===== src/rtl/lm_sm_sequencer_if.sv =====
// Bus between the decode stage and the LM/SM sequencer.
// The master side presents the instruction; the slave side (the sequencer)
// returns the per-transfer address, register index, strobes and pipeline
// control.
interface lm_sm_sequencer_if #(
    parameter int ADDR_W = 16,
    parameter int NREG   = 8,
    parameter int IDX_W  = 3
);
    logic              start;
    logic              isStore;
    logic [NREG-1:0]   regList;
    logic [ADDR_W-1:0] baseAddr;
    logic [ADDR_W-1:0] memAddr;
    logic [IDX_W-1:0]  regIndex;
    logic              accessValid;
    logic              writeMem;
    logic              regWrite;
    logic              stall;
    logic              busy;
    logic              done;

    modport master (
        output start, isStore, regList, baseAddr,
        input  memAddr, regIndex, accessValid, writeMem, regWrite,
               stall, busy, done
    );

    modport slave (
        input  start, isStore, regList, baseAddr,
        output memAddr, regIndex, accessValid, writeMem, regWrite,
               stall, busy, done
    );
endinterface


===== src/rtl/lm_sm_sequencer.sv =====
// Load-multiple / store-multiple sequencer.
// Walks the latched register mask from bit 0 upward, issuing one memory
// transfer per set bit at consecutive addresses, and stalls the front of
// the pipeline until the final transfer issues.
module lm_sm_sequencer #(
    parameter int ADDR_W = 16,
    parameter int NREG   = 8,
    parameter int IDX_W  = 3
) (
    input  logic               clk,
    input  logic               reset,
    lm_sm_sequencer_if.slave   bus
);

    typedef enum logic {
        IDLE = 1'b0,
        RUN  = 1'b1
    } state_t;

    state_t            state;
    logic [NREG-1:0]   mask;
    logic [ADDR_W-1:0] addr;
    logic              store;
    logic [ADDR_W-1:0] hold_addr;
    logic [IDX_W-1:0]  hold_idx;

    logic [IDX_W-1:0]  low_idx;
    logic [NREG-1:0]   mask_next;
    logic              in_run;
    logic              access_valid;
    logic              last;

    // Fixed-priority encoder: lowest set bit of the remaining mask wins.
    always_comb begin
        low_idx = '0;
        for (int i = NREG - 1; i >= 0; i--) begin
            if (mask[i]) begin
                low_idx = IDX_W'(i);
            end
        end
    end

    // Remaining-mask bookkeeping: drop the lowest set bit, and flag the final
    // cycle when at most one bit is left (this also covers an empty mask).
    always_comb begin
        mask_next    = mask & (mask - NREG'(1));
        in_run       = (state == RUN);
        access_valid = in_run && (mask != '0);
        last         = (mask_next == '0);
    end

    // Sequencer state: latch the instruction in IDLE, step through transfers
    // in RUN, and remember the most recent transfer so address/index hold in
    // IDLE.
    always_ff @(posedge clk or posedge reset) begin
        if (reset) begin
            state     <= IDLE;
            mask      <= '0;
            addr      <= '0;
            store     <= 1'b0;
            hold_addr <= '0;
            hold_idx  <= '0;
        end else begin
            case (state)
                IDLE: begin
                    if (bus.start) begin
                        mask  <= bus.regList;
                        addr  <= bus.baseAddr;
                        store <= bus.isStore;
                        state <= RUN;
                    end
                end
                RUN: begin
                    if (access_valid) begin
                        mask      <= mask_next;
                        addr      <= addr + ADDR_W'(1);
                        hold_addr <= addr;
                        hold_idx  <= low_idx;
                    end
                    if (last) begin
                        state <= IDLE;
                    end
                end
                default: begin
                    state <= IDLE;
                end
            endcase
        end
    end

    // Outputs are decoded from registered state only, except the IDLE stall
    // which must follow start in the same cycle; reset forces that low too.
    always_comb begin
        bus.memAddr     = in_run ? addr : hold_addr;
        bus.regIndex    = in_run ? low_idx : hold_idx;
        bus.accessValid = access_valid;
        bus.writeMem    = access_valid && store;
        bus.regWrite    = access_valid && !store;
        bus.busy        = in_run;
        bus.done        = in_run && last;
        bus.stall       = in_run ? !last : (bus.start && !reset);
    end

endmodule


===== src/flat_wrapper.sv =====
// flat-port wrapper written by rule: the top's interface ports become plain ports
module lm_sm_sequencer_flat 
#(
    parameter int ADDR_W = 16,
    parameter int NREG   = 8,
    parameter int IDX_W  = 3
)
  (clk, reset, bus_start, bus_isStore, bus_regList, bus_baseAddr, bus_memAddr, bus_regIndex, bus_accessValid, bus_writeMem, bus_regWrite, bus_stall, bus_busy, bus_done);
  lm_sm_sequencer_if #(.ADDR_W(ADDR_W), .NREG(NREG), .IDX_W(IDX_W)) bus_i ();
  input  logic clk;
  input  logic reset;
  input wire logic [$bits(bus_i.start)-1:0] bus_start;
  input wire logic [$bits(bus_i.isStore)-1:0] bus_isStore;
  input wire logic [$bits(bus_i.regList)-1:0] bus_regList;
  input wire logic [$bits(bus_i.baseAddr)-1:0] bus_baseAddr;
  output wire logic [$bits(bus_i.memAddr)-1:0] bus_memAddr;
  output wire logic [$bits(bus_i.regIndex)-1:0] bus_regIndex;
  output wire logic [$bits(bus_i.accessValid)-1:0] bus_accessValid;
  output wire logic [$bits(bus_i.writeMem)-1:0] bus_writeMem;
  output wire logic [$bits(bus_i.regWrite)-1:0] bus_regWrite;
  output wire logic [$bits(bus_i.stall)-1:0] bus_stall;
  output wire logic [$bits(bus_i.busy)-1:0] bus_busy;
  output wire logic [$bits(bus_i.done)-1:0] bus_done;
  assign bus_i.start = bus_start;
  assign bus_i.isStore = bus_isStore;
  assign bus_i.regList = bus_regList;
  assign bus_i.baseAddr = bus_baseAddr;
  assign bus_memAddr = bus_i.memAddr;
  assign bus_regIndex = bus_i.regIndex;
  assign bus_accessValid = bus_i.accessValid;
  assign bus_writeMem = bus_i.writeMem;
  assign bus_regWrite = bus_i.regWrite;
  assign bus_stall = bus_i.stall;
  assign bus_busy = bus_i.busy;
  assign bus_done = bus_i.done;
  lm_sm_sequencer #(.ADDR_W(ADDR_W), .NREG(NREG), .IDX_W(IDX_W)) u_core (.clk(clk), .reset(reset), .bus(bus_i));
endmodule

===== config.mk =====
export PLATFORM = sky130hd
export DESIGN_NAME = lm_sm_sequencer_flat
export DESIGN_NICKNAME = d
export VERILOG_FILES = /design/src/rtl/lm_sm_sequencer_if.sv /design/src/rtl/lm_sm_sequencer.sv /design/src/flat_wrapper.sv
export SDC_FILE = /design/constraint.sdc
export NUM_CORES = 1
export LEC_CHECK = 0
export ABC_AREA = 1
export BUFFER_PORTS_ARGS = -buffer_cell sky130_fd_sc_hd__buf_4
export CAP_MARGIN = 0
export CORE_MARGIN = 2
export CORE_UTILIZATION = 40
export CTS_CLUSTER_DIAMETER = 100
export DETAILED_ROUTE_END_ITERATION = 7
export SLEW_MARGIN = 15
export SYNTH_ARGS = -nofsm -noshare
export SYNTH_HDL_FRONTEND = slang
export SYNTH_SLANG_ARGS = --single-unit

===== constraint.sdc =====
create_clock -name clk -period 2.75 [get_ports clk]
set_clock_uncertainty 0.05 [all_clocks]
set_input_delay 0.4125 -clock clk [delete_from_list [all_inputs] [get_ports clk]]
set_output_delay 0.4125 -clock clk [all_outputs]
set_load 0.02 [all_outputs]

==> results of run 1 <==
==> state kept, by name, summed over array words and instances (netlist names) <==
signal and cells:
u_core.addr 16, u_core.hold_addr 16, u_core.mask 8, u_core.hold_idx 3, u_core.bus.busy 1, u_core.store 1
==> how the worst min path moves through the flow <==
| stage | start | to |
|---|---|---|
| floorplan | u_core.hold_idx[0]$_DFFE_PP0P_ | u_core.hold_idx[0]$_DFFE_PP0P_ |
| global placement | u_core.hold_idx[0]$_DFFE_PP0P_ | u_core.hold_idx[0]$_DFFE_PP0P_ |
| detailed placement | u_core.hold_idx[0]$_DFFE_PP0P_ | u_core.hold_idx[0]$_DFFE_PP0P_ |
| CTS | bus_isStore | u_core.store$_DFFE_PP0P_ |
| global route | bus_isStore | u_core.store$_DFFE_PP0P_ |
| finish | reset | u_core.hold_idx[2]$_DFFE_PP0P_ |
==> worst register-to-register path, delay by kind of cell (launching register included) <==
family        cells  cell delay (ns)
simple gates      8             1.16
flops             1             0.43
==> per-stage QoR <==
stage	setup WS, ns	std cells	instance area [um2]
3_3_place_gp	0.925	517	3180
5_1_grt	0.392	524	3260
2_1_floorplan	0.605	396	2750
3_5_place_dp	0.892	517	3180
4_1_cts	0.548	524	3260
6_report	0.552	524	3260
==> cells in the mapped netlist (all sizes together) <==
library cell | count | area, um2
dfrtp | 45 | 1130
o21bai | 2 | 15.0
nand3 | 24 | 120
clkbuf | 3 | 11.3
a21boi | 1 | 7.51
o21a | 2 | 15.0
nand4 | 2 | 12.5
o211ai | 5 | 37.5
ha | 1 | 12.5
nor3 | 1 | 5.00
inv | 41 | 154
o21ai | 58 | 354
nor2 | 46 | 195
o31ai | 1 | 7.51
or2 | 2 | 12.5
buf | 13 | 92.6
a21oi | 1 | 5.00
nand2 | 148 | 571
==> power breakdown <==
group	switching (mW)	internal, mW
clock network	0.226	0.200
registers	0.265	0.981
logic	1.73	0.960
total	2.22	2.14
==> logic make-up (layout without fill, tap and decap cells) <==
kind of cell,after synthesis,in the layout,share of synthesized area [%]
buffers and inverters,57,105,9.36
AND/OR/NAND/NOR,223,223,33.3
flip-flops,45,45,40.9
adder cells (fa/ha/maj),1,1,0.454
AO/OA/AOI/OAI,70,70,16.0
==> routing by layer <==
| metal | global-route usage, % | wire length, um | vias up |
|---|---|---|---|
| met4 | 3.69 | 27 | 0 |
| met2 | 32.3 | 3180 | 48 |
| li1 | - | - | 1348 |
| met3 | 3.41 | 274 | 3 |
| met5 | 0 | 0 | - |
| met1 | 25.9 | 3330 | 1214 |
==> area by class of cell <==
cell class                      instances  area share (%)
Clock buffer                            7            2.64
Inverter                               41            4.71
Multi-Input combinational cell        294            42.0
Sequential cell                        45            34.5
Tap cell                               80            3.07
Timing Repair Buffer                   57            13.1
==> run metrics, run 1 <==
DRT Wirelength=6.81 mm; crit path max fanout=6; Final Hold Viols=0; # Post-CTS Setup Buffers=0; layout cells sized above 1=around 21%; largest net degree at the start of global routing=46; worst relative slew slack=61.4%; Crit path buffers/inverters=2; post-synthesis sequential area ratio=~41%; total power=4.36 mW; CTS root buffer=clkbuf_8; r2r endpoint=u_core.addr[15]$_DFFE_PP0P_; DR vias/cell=between 4 and 5; Die H=87.0 um; Hold-fix buffers, CTS=0; DRC viols=0; Least-Margin Pin Slew=0.579 ns; multi-input logic area=1370 um2; Syn Inst Count=396; Post-CTS Resized=0; initial antenna violation count=0; FF-to-FF path depth=8; Iter 0 DRT Violations=162; WP data required=2.29 ns; First-pass DRT Iterations=4; clock transition at the registers of the reported paths=about 0.080 ns; register bit total from synthesis=45; Yosys cell types=28; clock sink count=45; WS Path Type=reg -> out; Antenna diodes=0; Syn-to-layout area delta=18.5%; Crit-path slowest cell=dfrtp_1; H-tree levels=2; remaining antenna violation count after routing=0; core area=~6700 um2; number of I/O pins=53; GP Congestion=roughly 0.86; CP most frequent cell=nand2_1; Syn Area/Cell=slightly below 7 um2; synthesized area=~2800 um2; grt ovf=0; static leakage=1.66 nW; R2R setup slack=1.01 ns; TNS Setup=0 ns; fmax=around 460 MHz; Vias=2613; post-DP HPWL=4.77 mm; commonest non-fill, non-tap cell in the layout=nand2_1; worst vdd ir=0.477 mV; Crit path max-delay family=simple AND/OR/NAND/NOR gates; first-pass GRT wire length=approximately 11 mm; Slowest Stage Delay on Critical Path=0.43 ns; row cnt=30; worst-case clock buffer depth=2; commonest cells after routing, fill and taps aside=144 x nand2_1, 57 x buf_4, 45 x dfrtp_1; CTS Buf Count=5; RSZ-0062 raised after global routing=false; Arr. time, crit path=1.74 ns; cell depth of the worst setup path=9; DR WL/cell=13.0 um; CTS tree=built; die width=87.0 um; # setup viols final=0; status=complete, no violations; worst hold slack=0.265 ns; Final #Nets=473; Setup crit start kind=flip-flop; period utilization=79.9%; Pwr Density=approximately 1300 nW/um2; Worst Setup EP=bus_stall; register area=1130 um2; Yosys Warn Count=0; GRT Total Usage=19.2%; Reg-to-Reg Start=u_core.mask[7]$_DFFE_PP0P_; starting density of the core=about 41%; Critical Path Start=u_core.mask[0]$_DFFE_PP0P_; number of global-route vias before repair=2448; min cycle time layout=about 2.2 ns; CP cell instances=nor2_4 > nand2_2 > o21ai_0 > nand2_1 > inv_1 > nand2_1 > nand2_1 > nand2_1 > buf_4; fin util=48.6%; die area=7560 um2; CP Capture Type=output port; Min-Delay Path Class=in -> async; Max-cap violations=0; port bufs=52; Mapped Nets=between 400 and 500; worst skew pair latency=approximately 0.3 ns; Layout fillers=702; fin. max-slew vios=0
(Power assumes the default switching activity.)
==> run 2: changes to the inputs <==
ABC_AREA = 0   (was 1)
clock period = 2.1 ns   (was 2.75 ns; I/O delays follow)
==> run 2 against run 1 <==
Area after synthesis fell by 3.6%; clock power up 30%; the run now ends with setup timing left; critical path type unchanged; wire length rose by 3.9%; largest cell class unchanged; register-to-register slack lost 0.98 ns; sequential cell count did not move; setup slack lost 0.85 ns; first-iteration DRC count decreased by 39%; sequential power grew 43%; global-route usage is 1.3 points higher; count of clock-buffer cells in the layout is the same; core utilization is 7.5 points higher; largest power group unchanged.
==> run metrics, run 2 <==
remaining antenna violation count after routing=0 (unchanged); First-pass DRT Iterations=5 (+1); asr flop ratio synth=100% (unchanged); # setup viols final=5 (+5); area leader, netlist=dfrtp_1; starting density of the core=41.6% (+0.59 points); Arr. time, crit path=2.03 ns (+0.29 ns); worst vdd ir=1.09 mV (+130%); Die H=85.5 um (-1.7%); core area=6390 um2 (-5.0%); fin. max-slew vios=0 (unchanged); fmax=418 MHz; R2R setup slack=0.03 ns (-0.98 ns); top_reg_cell synth=dfrtp_1; WP data required=1.74 ns (-0.55 ns); layout cells sized above 1=37.6% (+17 points); Mapped Nets=322 (-24%); Syn Inst Count=293 (-26%); top post-synthesis cells by area=dfrtp_1 42%, nand2_1 7.9%, mux2_2 6.4%; crit path max fanout=2 (-4); total power=6.67 mW (+53%); failing checks=setup timing; most frequent cell after synthesis=nand2_1; commonest non-fill, non-tap cell in the layout=buf_4; Critical Path Start=u_core.mask[3]$_DFFE_PP0P_; Regs by FF count=u_core.addr x16, u_core.hold_addr x16, u_core.mask x8; port bufs=52 (unchanged); Syn-to-layout area delta=34.8%; DP Cell Count=430 (-17%); GRT Total Usage=20.5% (+1.3 points); Setup crit start kind=flip-flop; CTS tree=built; Crit-path slowest cell=or4_4; worst relative slew slack=61.4% (about the same); Iter 0 DRT Violations=99 (-39%); Min-Delay Path Class=in -> async; status=finished, violations left; Pwr Density=1860 nW/um2 (+40%); Final #Nets=399 (-16%); Least-Margin Pin Slew=0.579 ns (-0.000329 ns); clock transition at the registers of the reported paths=0.08 ns (about the same); CTS root buffer=clkbuf_8; static leakage=1.67 nW (+0.42%); grt ovf=0 (unchanged); post-DP HPWL=4.87 mm (+2.2%); DRC viols=0 (unchanged); number of global-route vias before repair=2379 (-2.8%); TNS Setup=-1.05 ns (-1.05 ns); worst-case clock buffer depth=2 (unchanged); first-pass GRT wire length=11.8 mm (+3.2%); Vias=2483 (-5.0%); post-place setup slack=-0.0330 ns (-0.925 ns); Reg-to-Reg Start=u_core.mask[1]$_DFFE_PP0P_; post-synth top area share=42.4% (+1.5 points); DR vias/cell=5.55 (+11%); Crit path max-delay family=compound AO/OA/AOI/OAI gates; number of I/O pins=53 (unchanged); row cnt=29 (-3.3%); top cells by count, synth=56 x nand2_1, 45 x dfrtp_1, 17 x o21ai_0; Antenna diodes=0 (unchanged); Final Hold Viols=0 (unchanged); WS Path Type=reg -> out; synthesized area=2660 um2 (-3.6%); worst skew pair latency=0.30 ns (about the same); RSZ-0062 raised after global routing=true; min cycle time layout=2.39 ns; H-tree levels=2 (unchanged); GP Congestion=0.817 (-5.4%); clock sink count=45 (unchanged); post-synthesis sequential area ratio=42.4% (+1.5 points); CP Capture Type=output port; largest net degree at the start of global routing=46 (unchanged); commonest cells after routing, fill and taps aside=75 x buf_4, 55 x nand2_1, 44 x dfrtp_1; Crit path buffers/inverters=1 (-1); period utilization=114%; die area=7310 um2 (-3.4%); Syn Area/Cell=9.06 um2 (+30%); worst hold slack=0.117 ns (-0.148 ns); Yosys Warn Count=0 (unchanged); number of synthesized flops with an enable pin=0 (unchanged); die width=85.5 um (-1.7%); Max-cap violations=0 (unchanged); Yosys cell types=55 (+96%); fin worst setup slack=-0.295 ns (-0.847 ns); initial antenna violation count=0 (unchanged); register bit total from synthesis=45 (unchanged); DRT Wirelength=7.07 mm (+3.9%); CTS Buf Count=5 (unchanged); Final Non-Filler Cells=447 (-15%); DR WL/cell=15.8 um (+22%); CP cell instances=or4_4 > o32a_4 > o31ai_4 > o21ai_2 > buf_6; Slowest Stage Delay on Critical Path=0.53 ns (+0.10 ns)
-- run 2: cell types whose count changed after synthesis, moves of 13 or more --
cell / delta
o21ai_2: -13
nor2_1: -24
nand2_1: -88
nand3_1: -14
inv_1: -29
mux2_2: +15
o21ai_0: -23
-- run 2: per-layer routing --
layer	wire (um)	vias to the layer above	GRT usage, %	part of all wire [%]
li1	-	1214	-	-
met1	3230	1193	29.9	46
met2	3340	63	31.0	47
met3	371	13	3.89	5.2
met4	129	0	6.06	1.8
met5	0	-	0	0
-- run 2: per-stage QoR --
| stage | area (um2) | util, % |
|---|---|---|
| 2_1_floorplan | 2670 | - |
| 3_3_place_gp | 3290 | 51.5 |
| 3_5_place_dp | 3290 | 51.5 |
| 4_1_cts | 3510 | 55.0 |
| 5_1_grt | 3580 | 56.1 |
| 6_report | 3580 | 56.1 |
-- run 2: kinds of logic (layout without fill, tap and decap cells) --
logic type	after synthesis	count (layout)	synth area share, %
buffers and inverters	34	111	5.70
AO/OA/AOI/OAI	69	69	19.2
multiplexers	24	24	9.76
flip-flops	45	45	42.4
AND/OR/NAND/NOR	119	119	22.1
adder cells (fa/ha/maj)	2	2	0.848
-- run 2: repair_timing --
item                                    CTS  global route
hold buffers                              0             0
resized for setup                        21             9
pin swaps                                 6             4
gates cloned                              0             0
endpoints found under the setup margin    7            23
setup buffers                             9             1
-- run 2: layout make-up --
type / count / area [um2]
repair buffers: 92 / 772
well taps: 77 / 96.3
flip-flops and latches: 45 / 1130
fillers: 604 / 2810
inverters: 12 / 45.0
multi-input cells: 214 / 1450
clock buffers: 7 / 86.3
-- run 2: tightest hold or removal path: stages --
cell	delay, ns
buf_4	0.12
clkinv_1	0.04
buf_4	0.47
-- run 2: final timing paths --
| check | cells past startpoint | end |
|---|---|---|
| setup / recovery | 5 | bus_stall |
| hold / removal | 3 | u_core.hold_idx[1]$_DFFE_PP0P_ |
| max in group asynchronous | 3 | u_core.bus.busy$_DFF_PP0_ |
| setup reg to reg | 8 | u_core.addr[2]$_DFFE_PP0P_ |
| hold reg to reg | 2 | u_core.hold_addr[5]$_DFFE_PP0P_ |
| min in group clk | 3 | u_core.store$_DFFE_PP0P_ |
-- run 2: power breakdown --
group	switching (mW)	leakage, nW	total [mW]	internal, mW
logic	2.21	1.09	4.33	2.12
registers	0.480	0.536	1.79	1.31
clock network	0.291	0.0443	0.552	0.262
==> run 3: changes to the inputs <==
PLACE_DENSITY = 0.64   (was not set)
==> run 3 against run 2 <==
The run ends with hold timing, setup timing left; first-iteration DRC count up 27%; sequential power down 3%; combinational power down 2%; critical path type unchanged.
==> run metrics, run 3 (synthesized netlist as in run 2, its figures left out) <==
commonest non-fill, non-tap cell in the layout=buf_4; number of global-route vias before repair=2390 (+0.46%); CP cell instances=or4_4 > o32a_4 > o31ai_4 > o21ai_2 > buf_6; Arr. time, crit path=2.04 ns (about the same); static leakage=1.67 nW (-0.32%); Antenna diodes=0 (unchanged); WP data required=1.74 ns (about the same); initial antenna violation count=0 (unchanged); Final Hold Viols=8 (+8); clock transition at the registers of the reported paths=0.09 ns (about the same); RSZ-0062 raised after global routing=true; row cnt=29 (unchanged); die area=7310 um2 (unchanged); clock sink count=45 (unchanged); status=finished, violations left; Least-Margin Pin Slew=0.504 ns (-0.0755 ns); first-pass GRT wire length=11.9 mm (+0.35%); combinational fraction of design power=64.3% (-0.7 points); DR WL/cell=16.1 um (+1.5%); min cycle time layout=2.41 ns (+0.0139 ns); CP Capture Type=output port; Critical Path Start=u_core.mask[5]$_DFFE_PP0P_; Final #Nets=396 (-0.75%); period utilization=115% (+0.66 points); DR vias/cell=5.66 (+1.9%); port bufs=52 (unchanged); core area=6390 um2 (unchanged); Syn-to-layout area delta=33.7%; post-DP HPWL=4.89 mm (+0.34%); failing checks=hold timing, setup timing; CTS root buffer=clkbuf_8; Max-cap violations=0 (unchanged); Layout fillers=578 (-4.3%); WS Path Type=reg -> out; Iter 0 DRT Violations=126 (+27%); Crit-path slowest cell=or4_4; worst skew pair latency=0.30 ns (about the same); Psw=2.97 mW (-0.38%); worst hold slack=-0.00478 ns (-0.122 ns); GRT Total Usage=20.4% (-0.065 points); fin. max-slew vios=0 (unchanged); GP Congestion=0.858 (+5.1%); Setup crit start kind=flip-flop; starting density of the core=41.6% (unchanged); number of I/O pins=53 (unchanged); largest net degree at the start of global routing=36 (-22%); total power=6.59 mW (-1.1%); worst relative slew slack=66.2% (+4.8 points); Pwr Density=1860 nW/um2 (-0.35%); worst vdd ir=1.06 mV (-3.3%); TNS Setup=-1.14 ns (-0.0879 ns); H-tree levels=2 (unchanged); Regs by FF count=u_core.addr x16, u_core.hold_addr x16, u_core.mask x8; DRT Wirelength=7.15 mm (+1.1%); fin worst setup slack=-0.309 ns (-0.0139 ns); layout cells sized above 1=37.0% (-0.61 points); Die H=85.5 um (unchanged); CTS Buf Count=5 (unchanged); Vias=2519 (+1.4%); clock network fraction of total power=9.2% (+0.9 points); die width=85.5 um (unchanged); commonest cells after routing, fill and taps aside=73 x buf_4, 55 x nand2_1, 44 x dfrtp_1; DRC viols=0 (unchanged); grt ovf=0 (unchanged); fin util=55.6% (-0.45 points); # setup viols final=6 (+1); sequential share of power=26.5% (-0.3 points); remaining antenna violation count after routing=0 (unchanged); Sw Share=45.0% (+0.35 points); worst-case clock buffer depth=2 (unchanged); fmax=415 MHz (-0.58%); Int Pwr=3.62 mW (-1.8%); Min-Delay Path Class=in -> async; First-pass DRT Iterations=4 (-1); CTS tree=built; crit path max fanout=3 (+1); Reg-to-Reg Start=u_core.mask[3]$_DFFE_PP0P_; Slowest Stage Delay on Critical Path=0.56 ns (+0.03 ns)
run 3: path summary, 6_finish.rpt:
check	endpoint	slack, ns	cells past startpoint
setup / recovery	bus_stall	-0.31	5
hold / removal	u_core.hold_idx[1]$_DFFE_PP0P_	-0.005	2
setup reg to reg	u_core.hold_idx[0]$_DFFE_PP0P_	0.07	9
hold reg to reg	u_core.hold_addr[11]$_DFFE_PP0P_	0.42	2
max in group asynchronous	u_core.addr[2]$_DFFE_PP0P_	1.43	3
min in group clk	u_core.store$_DFFE_PP0P_	0.15	3
run 3: cell type report:
cell class | instances | area (um2) | area share (%)
multi-input combinational | 214 | 1440 | 40.7
inverter | 12 | 45.0 | 1.27
timing repair buffer | 89 | 737 | 20.8
clock inverter | 1 | 5.00 | 0.141
clock buffer | 7 | 96.3 | 2.71
sequential | 45 | 1130 | 31.7
tap | 77 | 96.3 | 2.71
run 3: repair_timing:
| action | 4_1_cts | 5_1_grt |
|---|---|---|
| pin swaps | 7 | 3 |
| setup buffers | 7 | 5 |
| endpoints found under the setup margin | 7 | 31 |
| hold buffers | 0 | 0 |
| hold endpoints to repair | 0 | 0 |
| gates resized for setup | 21 | 10 |
run 3: stage by stage:
step | instance area (um2) | hold slack (ns) | std cells | setup slack, ns
2_1_floorplan | 2670 | 0.370 | 293 | -0.00228
3_3_place_gp | 3280 | 0.319 | 427 | -0.0240
3_5_place_dp | 3280 | 0.335 | 427 | -0.0330
4_1_cts | 3510 | 0.00213 | 442 | -0.295
5_1_grt | 3550 | 0.0299 | 445 | -0.370
6_report | 3550 | -0.00478 | 445 | -0.309
run 3: power groups by stage:
stage / clock [mW] / combinational [mW] / sequential [mW]
global placement: 0 / 3.80 / 1.73
floorplan: 0 / 2.55 / 1.61
CTS: 0.619 / 4.16 / 1.74
detailed placement: 0 / 3.84 / 1.75
finish: 0.607 / 4.24 / 1.74
global route: 0.655 / 4.61 / 1.81
run 3: critical path, delay by kind of cell, from the launching register on:
kind                   cells  cell delay [ns]
buffers and inverters      1             0.13
AOI/OAI and AO/OA          3             0.65
DFF                        1             0.40
and+or+nand+nor            1             0.56
run 3: layer usage:
metal,vias to the layer above,track usage (%),wire [um]
li1,1213,-,-
met1,1233,29.8,3320
met2,68,31.9,3370
met3,5,2.92,397
met4,0,5.48,63
met5,-,0,0
